--- src/rtl/pipeline_hazard_ctrl.sv ---
// pipeline_hazard_ctrl
// ---------------------------------------------------------------------------
// Central stall/flush controller for a 5-stage pipeline. It decodes the
// pipeline-register controls combinationally from the current FSM state and
// the stage inputs, so the registers act on them at the next rising edge.
//
// Hazard sources:
//   - load-use      : a load in EX feeds the instruction in ID -> one bubble
//   - branch / jump : a taken branch in EX or a jump in ID -> squash
//   - data memory   : a multi-cycle handshake with a timeout into a sticky
//                     error state
//
// Ports:
//   clk, reset         clock (rising edge), synchronous active-low reset
//   id_rs_addr/rt_addr source registers of the ID instruction
//   id_uses_rt         ID instruction reads rt
//   id_jump            jump decoded in ID
//   ex_mem_read        EX instruction is a load
//   ex_rd_addr         destination register of the EX instruction
//   ex_branch_taken    branch resolved taken in EX
//   mem_req/mem_ready  MEM stage access request / completion
//   pc_write, if_id_write, if_id_flush, id_ex_write, id_ex_flush,
//   ex_mem_hold, mem_wb_bubble   pipeline-register controls
//   mem_timeout_err    sticky memory timeout flag
//   stall_cnt          cycles with pc_write==0 (only with HAZARD_PERF_CNT_EN)
//   state_o            FSM state (RUN=0, MEM_WAIT=1, ERR=2)
//
// Optional feature macro: HAZARD_PERF_CNT_EN adds the saturating stall_cnt
// output. Without it the port and counter do not exist.
// ---------------------------------------------------------------------------
module pipeline_hazard_ctrl #(
    parameter int REG_ADDR_W  = 5,
    parameter int MEM_TIMEOUT = 16,
    parameter int CNT_W       = 32
) (
    input  logic                  clk,
    input  logic                  reset,
    input  logic [REG_ADDR_W-1:0] id_rs_addr,
    input  logic [REG_ADDR_W-1:0] id_rt_addr,
    input  logic                  id_uses_rt,
    input  logic                  id_jump,
    input  logic                  ex_mem_read,
    input  logic [REG_ADDR_W-1:0] ex_rd_addr,
    input  logic                  ex_branch_taken,
    input  logic                  mem_req,
    input  logic                  mem_ready,
    output logic                  pc_write,
    output logic                  if_id_write,
    output logic                  if_id_flush,
    output logic                  id_ex_write,
    output logic                  id_ex_flush,
    output logic                  ex_mem_hold,
    output logic                  mem_wb_bubble,
    output logic                  mem_timeout_err,
`ifdef HAZARD_PERF_CNT_EN
    output logic [CNT_W-1:0]      stall_cnt,
`endif
    output logic [1:0]            state_o
);

    localparam int WCNT_W = (MEM_TIMEOUT > 1) ? $clog2(MEM_TIMEOUT) : 1;
    localparam logic [WCNT_W-1:0] WAIT_LAST = WCNT_W'(MEM_TIMEOUT - 1);

    typedef enum logic [1:0] {
        RUN      = 2'd0,
        MEM_WAIT = 2'd1,
        ERR      = 2'd2
    } state_t;

    state_t              state_q, state_d;
    logic [WCNT_W-1:0]   wait_cnt_q, wait_cnt_d;
    logic                err_q, err_d;

    logic load_use;
    logic mem_busy;
    logic freeze;
    logic use_decode;

    // A load only hazards against a real register; r0 is hard-wired zero.
    assign load_use = ex_mem_read && (ex_rd_addr != '0) &&
                      ((ex_rd_addr == id_rs_addr) ||
                       (id_uses_rt && (ex_rd_addr == id_rt_addr)));

    // A dropped request is treated as completion, so only req && !ready
    // keeps the memory busy.
    assign mem_busy = mem_req && !mem_ready;

    // ------------------------------------------------------------------
    // Next-state logic
    // ------------------------------------------------------------------
    always_comb begin
        state_d    = state_q;
        wait_cnt_d = wait_cnt_q;
        err_d      = err_q;
        freeze     = 1'b0;
        use_decode = 1'b0;
        unique case (state_q)
            RUN: begin
                if (mem_busy) begin
                    freeze     = 1'b1;
                    state_d    = MEM_WAIT;
                    wait_cnt_d = '0;
                end else begin
                    use_decode = 1'b1;
                end
            end
            MEM_WAIT: begin
                if (!mem_busy) begin
                    // Completion wins even on the last allowed cycle.
                    use_decode = 1'b1;
                    state_d    = RUN;
                end else begin
                    freeze = 1'b1;
                    if (wait_cnt_q == WAIT_LAST) begin
                        state_d = ERR;
                        err_d   = 1'b1;
                    end else begin
                        wait_cnt_d = wait_cnt_q + 1'b1;
                    end
                end
            end
            ERR: begin
                freeze = 1'b1;
            end
            default: begin
                // Illegal encoding: keep the pipeline flowing and recover.
                state_d = RUN;
            end
        endcase
    end

    // ------------------------------------------------------------------
    // Control decode
    // ------------------------------------------------------------------
    always_comb begin
        pc_write      = 1'b1;
        if_id_write   = 1'b1;
        if_id_flush   = 1'b0;
        id_ex_write   = 1'b1;
        id_ex_flush   = 1'b0;
        ex_mem_hold   = 1'b0;
        mem_wb_bubble = 1'b0;
        if (reset) begin
            if (freeze) begin
                pc_write      = 1'b0;
                if_id_write   = 1'b0;
                id_ex_write   = 1'b0;
                ex_mem_hold   = 1'b1;
                mem_wb_bubble = 1'b1;
            end else if (use_decode) begin
                if (ex_branch_taken) begin
                    // Squashes both wrong-path instructions; any load-use or
                    // jump in ID is on the wrong path and is ignored.
                    if_id_flush = 1'b1;
                    id_ex_flush = 1'b1;
                end else if (load_use) begin
                    // Hold PC and IF/ID for one cycle, inject one bubble.
                    pc_write    = 1'b0;
                    if_id_write = 1'b0;
                    id_ex_flush = 1'b1;
                end else if (id_jump) begin
                    if_id_flush = 1'b1;
                end
            end
        end
    end

    // ------------------------------------------------------------------
    // State registers
    // ------------------------------------------------------------------
    always_ff @(posedge clk) begin
        if (!reset) begin
            state_q    <= RUN;
            wait_cnt_q <= '0;
            err_q      <= 1'b0;
        end else begin
            state_q    <= state_d;
            wait_cnt_q <= wait_cnt_d;
            err_q      <= err_d;
        end
    end

    assign mem_timeout_err = err_q;
    assign state_o         = state_q;

`ifdef HAZARD_PERF_CNT_EN
    // Counts PC-stalled cycles; saturates instead of wrapping.
    always_ff @(posedge clk) begin
        if (!reset) begin
            stall_cnt <= '0;
        end else if (!pc_write && (stall_cnt != '1)) begin
            stall_cnt <= stall_cnt + 1'b1;
        end
    end
`endif

endmodule

--- config.mk ---
export PLATFORM = sky130hd
export DESIGN_NAME = pipeline_hazard_ctrl
export DESIGN_NICKNAME = d
export VERILOG_FILES = /design/src/rtl/pipeline_hazard_ctrl.sv
export SDC_FILE = /design/constraint.sdc
export NUM_CORES = 1
export LEC_CHECK = 0
export CORE_MARGIN = 1
export CORE_UTILIZATION = 35
export CTS_CLUSTER_DIAMETER = 30
export DETAILED_ROUTE_END_ITERATION = 10
export GPL_TIMING_DRIVEN = 0
export HOLD_SLACK_MARGIN = 0.1
export PLACE_DENSITY = 0.8
export SYNTH_ARGS = -nofsm -noshare
export SYNTH_HDL_FRONTEND = slang
export SYNTH_SLANG_ARGS = --single-unit
--- constraint.sdc ---
create_clock -name clk -period 5.3 [get_ports clk]
set_clock_uncertainty 0.15 [all_clocks]
set_input_delay 1.06 -clock clk [delete_from_list [all_inputs] [get_ports clk]]
set_output_delay 1.06 -clock clk [all_outputs]
set_load 0.02 [all_outputs]
==> results of run 1 <==
power groups by stage:
stage | clock network [mW] | logic, mW | registers, mW
after global routing | 0.0522 | 0.0501 | 0.0539
after CTS | 0.0489 | 0.0463 | 0.0539
after detailed placement | 0 | 0.0462 | 0.0549
after global placement | 0 | 0.0456 | 0.0549
final | 0.0478 | 0.0459 | 0.0539
after floorplan | 0 | 0.0191 | 0.0551
layer usage:
layer,GRT usage,vias to the layer above
li1,-,310
met1,0.231,256
met2,0.270,15
met3,0.0815,0
met4,0.0500,0
met5,0,-
kinds of logic (layout without fill, tap and decap cells):
group	count (synthesis)	count (layout)	share of synthesized area
AND/OR/NAND/NOR	26	26	0.265
XOR/XNOR	10	10	0.164
buffers and inverters	5	41	0.0493
adder cells (fa/ha/maj)	1	1	0.0235
flip-flops	7	7	0.263
AO/OA/AOI/OAI	19	19	0.235
Yosys cell counts (all sizes together), types with 2 or more instances:
cell type  number
and3            2
nand3           2
o21ai           6
nor2            2
inv             2
dfxtp           7
a21boi          3
and2            3
nand2           7
nor3b           2
o21a            5
buf             2
nor2b           3
nor3            2
xnor2          10
path summary, 6_finish.rpt:
kind | startpoint | endpoint | slack (ns) | cells after the start
worst max-delay path | ex_rd_addr[1] | pc_write | 0.80 | 6
worst min-delay path | mem_timeout_err | mem_timeout_err | 0.32 | 1
worst max register to register | state_o[1] | wait_cnt_q[0] | 3.73 | 5
worst min register to register | mem_timeout_err | mem_timeout_err | 0.32 | 1
cell type report:
type / count / share of cell area
timing repair buffer: 32 / 0.357
multi-input combinational: 56 / 0.408
clock buffer: 4 / 0.0292
tap: 15 / 0.0209
sequential: 7 / 0.156
buffer: 3 / 0.0209
inverter: 2 / 0.00836
worst max-delay path, stage by stage:
cell and delay, ns:
sky130_fd_sc_hd__clkdlybuf4s50_1 0.46, sky130_fd_sc_hd__or4_1 0.56, sky130_fd_sc_hd__o21a_1 0.22, sky130_fd_sc_hd__a41oi_1 0.26, sky130_fd_sc_hd__buf_4 0.14, sky130_fd_sc_hd__clkdlybuf4s50_1 0.58
per-stage QoR:
step	setup WS [ns]	util	power (mW)	area [sq um]	hold slack, ns
floorplan	1.17	-	0.0742	533	0.319
global placement	0.830	0.638	0.101	872	0.305
detailed placement	0.798	0.638	0.101	872	0.316
CTS	0.798	0.658	0.149	898	0.331
global route	0.731	0.658	0.156	898	0.352
finish	0.804	0.658	0.148	898	0.322
state kept, by name, summed over array words and instances, names as in the netlist:
| signal | cells |
|---|---|
| state_o | 2 |
| mem_timeout_err | 1 |
| wait_cnt_q | 4 |
==> reports/results.env, run 1 <==
RUN_STATUS='finished, final reports clean'
CRITICAL_PATH.STARTPOINT_TYPE='input pin'
SYNTH_LARGEST_AREA_CELL='sky130_fd_sc_hd__dfxtp_1'
FLOORPLAN.INITIALDENSITY=0.390
GRT_SETUP_UNREPAIRED='no'
ANTENNA_FOUND_INITIAL=0
MOST-COMMON-LAYOUT-CELLS='32 x sky130_fd_sc_hd__clkdlybuf4s50_1, 10 x sky130_fd_sc_hd__xnor2_1, 7 x sky130_fd_sc_hd__nand2_1, 7 x sky130_fd_sc_hd__dfxtp_1, 6 x sky130_fd_sc_hd__o21ai_0'
POST_SYNTH_MAIN_AREA_CONTRIBUTORS='sky130_fd_sc_hd__dfxtp_1 26%, sky130_fd_sc_hd__xnor2_1 16%, sky130_fd_sc_hd__o21a_1 7.0%'
DP.CELLS=115
LAYOUT.AREA.SEQ_SQ_UM=140
MULTI_INPUT_COMB_AREA_SQ_UM=367
TOP_LAYER='met3'
WORST_IR_DROP_VDD_mV=0.192
CLOCK_TREE.HTREE_LEVEL_COUNT=1
ENDPOINT_KIND='output port'
VIAS_IN_THE_FIRST_GLOBAL_ROUTE=467
MOSTFREQUENTLAYOUTCELL='sky130_fd_sc_hd__clkdlybuf4s50_1'
TYPE_OF_THE_WORST_MIN_DELAY_PATH='register to register'
TRITONCTS='done'
SYNTH_AREA_PER_CELL_SQ_UM=7.84
NETLIST_INSTANCES=68
VIA_COUNT=581
SYNTH-SEQ-CELLS=7
FINAL-HOLD-VIOLATION-COUNT=0
VIA_CELL_RATIO=4.88
P_LEAK_nW=0.330
SYNTH_NETS=92
CTS_POST_SETUP_BUFFERS_INSERTED=0
COMB_POWER_SHARE=0.311
GRT_MAX_DEGREE=10
LAYOUTNONFILLERINSTCOUNT=119
YS_DOMINANT_REG_CELL='sky130_fd_sc_hd__dfxtp_1'
POST_CTS_RESIZED=0
WORST-SLEW-PIN-TRANSITION_NS=0.425
YOSYSSEQAREASHARE=0.263
REPORT.FINAL.SLEW_VIOL_COUNT=0
DRV.MAX_CAP_VIOLATION_COUNT=0
SYNTH_ENABLE_FLOP_CELLS=0
CLOCK_POWER_SHARE=0.324
CLASSIFICATION_OF_THE_WORST_SETUP_PATH='input pin to output port'
CTS_HOLD_BUF=0
DIE_W_UM=41.0
WL_MM=1.31
SLEW_HEADROOM=0.716
DIE_HEIGHT_UM=41.0
POST-ROUTE-MIN-PERIOD_NS=4.50
GRT_REMAINING_OVERFLOW=0
MIN_PERIOD_OVER_PERIOD=0.848
DIE_AREA_SQ_UM=1680
MET3WIRELENGTH_UM=59
NUM_ROWS=13
POST-DP-HPWL_MM=1.12
IOPINCOUNT=33
CP_DATA_ARRIVAL_TIME_NS=3.29
DRTANTENNAVIOLNETS=0
DIODES=0
GRT_USAGE=0.181
YS.WARNINGS.COUNT=0
DRTITER0DRC=4
WORST_SKEW_PAIR.LATE_LATENCY_NS=0.25
PORT_BUFFERS=32
CTS_ROOT_CELL='sky130_fd_sc_hd__clkbuf_4'
SW_FRAC_OF_TOTAL=0.249
SYNTH.DISTINCT_CELLS=26
DRIVE_GT1_FRAC=0.0481
NUMBER_OF_BUFFERS_CREATED_BY_CTS=3
DETAILROUTE.WIRELENGTH.MET2_UM=632
SYNTH_TOP_CELL_AREA_SHARE=0.263
FMAX_MHz=222
DRT-PASS1-ITER-COUNT=4
POWER_PER_CELL_AREA_nW_PER_UM2=164
SETUP_TNS_NS=0
CP_MAX_FO=3
REQUIRED_NS=4.09
LAYOUT_FILLERS=140
GRT_FIRST_PASS_WIRELENGTH_MM=1.93
GLOBALPLACE.CONGESTION=0.712
FFS_W_ASYNC_S_R_SYNTH=0
FINISH.NET_COUNT=129
CTS.CLK_SLEW.WORST_PATHS_NS=0.05
MET1_LENGTH_UM=620
INTPOWER_mW=0.111
TIMING.FINAL.SETUP_VIOLATIONS=0
DETAIL_ROUTE.DRC_VIOLATIONS=0
AREA_DELTA_SYNTH_FINAL_PCT=68.5
SYN_AREA_SQ_UM=533
PWR-SHARE-SEQ=0.365
DESIGN.CORE.AREA_SQ_UM=1370
NETSWITCHINGPOWER_mW=0.0368
ROUTE.DETAILED.WL_PER_INST_UM=11.0
CLOCK_PATH_BUFFERS=2
CTS.SINK_COUNT=7
Note: power is estimated with default switching activity, not from simulation.
==> run 2: changes to the inputs <==
--- a/config.mk
+++ b/config.mk
@@ -6,12 +6,12 @@
 export NUM_CORES = 1
 export LEC_CHECK = 0
 export CORE_MARGIN = 1
-export CORE_UTILIZATION = 35
+export CORE_UTILIZATION = 32
 export CTS_CLUSTER_DIAMETER = 30
 export DETAILED_ROUTE_END_ITERATION = 10
 export GPL_TIMING_DRIVEN = 0
 export HOLD_SLACK_MARGIN = 0.1
-export PLACE_DENSITY = 0.8
+export PLACE_DENSITY = 0.77
 export SYNTH_ARGS = -nofsm -noshare
 export SYNTH_HDL_FRONTEND = slang
 export SYNTH_SLANG_ARGS = --single-unit
==> constraint.sdc (replaced) <==
create_clock -name clk -period 3.7 [get_ports clk]
set_clock_uncertainty 0.15 [all_clocks]
set_input_delay 0.74 -clock clk [delete_from_list [all_inputs] [get_ports clk]]
set_output_delay 0.74 -clock clk [all_outputs]
set_load 0.02 [all_outputs]
==> run 2 against run 1 <==
Net effect:
- non-clock buffer count unchanged
- setup slack got worse by 0.68 ns
- cell count increased by 0.84%
- routed wire length increased by 7.3%
- global-route usage decreased by 1.8 points
- highest routed layer unchanged
==> reports/results.env, run 2 (synthesized netlist as in run 1, its figures left out) <==
CLOCK_TREE.HTREE_LEVEL_COUNT=1  # unchanged
P_LEAK_nW=0.344  # was 0.330 nW
GLOBALPLACE.CONGESTION=0.777  # was 0.712
CRIT_SLOWEST_CELL='sky130_fd_sc_hd__or4_1'  # was sky130_fd_sc_hd__clkdlybuf4s50_1
FINAL-HOLD-VIOLATION-COUNT=0  # unchanged
DIE_HEIGHT_UM=42.8  # was 41.0 um
CLASSIFICATION_OF_THE_WORST_SETUP_PATH='input pin to output port'  # unchanged
RR_STARTPOINT='state_o[1]'  # unchanged
FINISH.NET_COUNT=129  # unchanged
GRT_MAX_DEGREE=10  # unchanged
CRITICAL_PATH.STARTPOINT_TYPE='input pin'  # unchanged
DETAIL_ROUTE.DRC_VIOLATIONS=0  # unchanged
POST-ROUTE-MIN-PERIOD_NS=3.58
WORSTREGTOREGCELLS=5  # unchanged
VIAS_IN_THE_FIRST_GLOBAL_ROUTE=562  # was 467
GRT_USAGE=0.162  # was 0.181
VIA_CELL_RATIO=5.08  # was 4.88
DRTANTENNAVIOLNETS=0  # unchanged
DESIGN.CORE.AREA_SQ_UM=1520  # was 1370 sq um
DIE_W_UM=42.8  # was 41.0 um
TIMING.CRITICAL_PATH.SLOWEST_CELL_DELAY_NS=0.55  # was 0.58 ns
NUMBER_OF_BUFFERS_CREATED_BY_CTS=3  # unchanged
DRV.MAX_CAP_VIOLATION_COUNT=0  # unchanged
REG2REG_TO='wait_cnt_q[1]'  # was wait_cnt_q[0]
MOSTFREQUENTLAYOUTCELL='sky130_fd_sc_hd__clkdlybuf4s50_1'  # unchanged
CP_MAX_FO=3  # unchanged
CLOCK_PATH_BUFFERS=2  # unchanged
UTILIZATION=0.589  # was 0.658
WORST-SLEW-PIN-TRANSITION_NS=0.453  # was 0.425 ns
MOST-COMMON-LAYOUT-CELLS='28 x sky130_fd_sc_hd__clkdlybuf4s50_1, 10 x sky130_fd_sc_hd__xnor2_1, 7 x sky130_fd_sc_hd__nand2_1, 7 x sky130_fd_sc_hd__dfxtp_1, 6 x sky130_fd_sc_hd__o21ai_0'  # was 32 x sky130_fd_sc_hd__clkdlybuf4s50_1, 10 x sky130_fd_sc_hd__xnor2_1, 7 x sky130_fd_sc_hd__nand2_1, 7 x sky130_fd_sc_hd__dfxtp_1, 6 x sky130_fd_sc_hd__o21ai_0
SETUP.WORST_PATH.START='ex_rd_addr[1]'  # unchanged
FINAL_HOLD_SLACK_NS=0.316  # was 0.322 ns
DRIVE_GT1_FRAC=0.0481  # unchanged
LARGEST_REGISTER_FFS=4  # unchanged
TYPE_OF_THE_WORST_MIN_DELAY_PATH='register to register'  # unchanged
REPORT.FINAL.SLEW_VIOL_COUNT=0  # unchanged
ENDPOINT_KIND='output port'  # unchanged
FLOORPLAN.INITIALDENSITY=0.350  # was 0.390
RUN_STATUS='finished, final reports clean'  # unchanged
CTS_HOLD_BUF=0  # unchanged
POWER_PER_CELL_AREA_nW_PER_UM2=234  # was 164 nW/um^2
CTS_POST_SETUP_BUFFERS_INSERTED=0  # unchanged
CTS_ROOT_CELL='sky130_fd_sc_hd__clkbuf_4'  # unchanged
WORST_SKEW_PAIR.LATE_LATENCY_NS=0.25  # about the same
ROUTE.DETAILED.WL_PER_INST_UM=11.7  # was 11.0 um
CTS.CLK_SLEW.WORST_PATHS_NS=0.05  # about the same
GRT_SETUP_UNREPAIRED='no'  # unchanged
IOPINCOUNT=33  # unchanged
DIE_AREA_SQ_UM=1830  # was 1680 sq um
CTS.SINK_COUNT=7  # unchanged
VIA_COUNT=609  # was 581
CP_DATA_ARRIVAL_TIME_NS=2.69  # was 3.29 ns
NUM_ROWS=14  # was 13
FMAX_MHz=279
FINALPOWER_mW=0.211  # was 0.148 mW
CRITPATHCAPTURE='pc_write'  # unchanged
PATH_CELLS='clkdlybuf4s50_1, or4_1, o21a_1, a41oi_1, buf_4, dlygate4sd2_1'  # was clkdlybuf4s50_1, or4_1, o21a_1, a41oi_1, buf_4, clkdlybuf4s50_1
WL_MM=1.41  # was 1.31 mm
POST-DP-HPWL_MM=1.11  # was 1.12 mm
DIODES=0  # unchanged
ANTENNA_FOUND_INITIAL=0  # unchanged
LARGEST_REGISTER='wait_cnt_q'  # unchanged
WORST_IR_DROP_VDD_mV=0.276  # was 0.192 mV
DRT-PASS1-ITER-COUNT=2  # was 4
MIN_PERIOD_OVER_PERIOD=0.967
SLEW_HEADROOM=0.698  # was 0.716
TIMING.FINAL.SETUP_VIOLATIONS=0  # unchanged
GRT_FIRST_PASS_WIRELENGTH_MM=2.28  # was 1.93 mm
R2R_SETUP_SLACK_NS=2.13  # was 3.73 ns
GRT_REMAINING_OVERFLOW=0  # unchanged
PORT_BUFFERS=32  # unchanged
REQUIRED_NS=2.81  # was 4.09 ns
LAYOUT_FILLERS=139  # was 140
AREA_DELTA_SYNTH_FINAL_PCT=68.5  # unchanged
DRTITER0DRC=2  # was 4
TRITONCTS='done'  # unchanged
==> run 2: metal layers <==
metal | routed length, um | track usage | vias up
li1 | - | - | 310
met1 | 607 | 0.192 | 266
met2 | 628 | 0.273 | 33
met3 | 171 | 0.0766 | 0
met4 | 0 | 0.0188 | 0
met5 | 0 | 0 | -
==> run 2: critical path: cells and delay by family <==
family	cells	cell delay [ns]
simple gates	1	0.55
buf+inv	3	0.93
compound gates	2	0.47
==> run 2: worst min-delay path by stage <==
stage | slack [ns] | startpoint | to | depth (start not counted)
4_1_cts | 0.32 | mem_timeout_err | mem_timeout_err | 1
2_1_floorplan | 0.32 | wait_cnt_q[1] | wait_cnt_q[1] | 2
6_report | 0.32 | mem_timeout_err | mem_timeout_err | 1
5_1_grt | 0.35 | mem_timeout_err | mem_timeout_err | 1
3_3_place_gp | 0.30 | mem_timeout_err | mem_timeout_err | 1
3_5_place_dp | 0.31 | mem_timeout_err | mem_timeout_err | 1
==> run 2: repair_timing <==
action,CTS,global route
cloned,0,0
resized for setup,3,1
setup endpoints to repair,3,1
==> run 2: final cells by class <==
| type | count | area, sq um | share of cell area |
|---|---|---|---|
| clock buffer | 4 | 26.3 | 0.0292 |
| buffer | 3 | 18.8 | 0.0209 |
| inverter | 2 | 7.51 | 0.00836 |
| timing repair buffer | 32 | 319 | 0.355 |
| sequential | 7 | 140 | 0.156 |
| multi-input combinational | 56 | 367 | 0.408 |
| tap | 16 | 20.0 | 0.0223 |
==> run 2: per-stage QoR <==
stage	instances	worst slack, ns	cell area, sq um	TNS (ns)
floorplan	68	0.205	533	0
global placement	116	-0.144	873	-0.240
detailed placement	116	-0.166	873	-0.297
CTS	120	0.0386	896	0
global route	120	0.0437	898	0
finish	120	0.120	898	0
==> run 2: report_power, final <==
group | internal, mW | switching, mW | total [mW] | leakage, nW
registers | 0.0762 | 0.00107 | 0.0772 | 0.0565
logic | 0.0401 | 0.0249 | 0.0650 | 0.272
clock network | 0.0411 | 0.0274 | 0.0685 | 0.0150
total | 0.157 | 0.0533 | 0.211 | 0.344
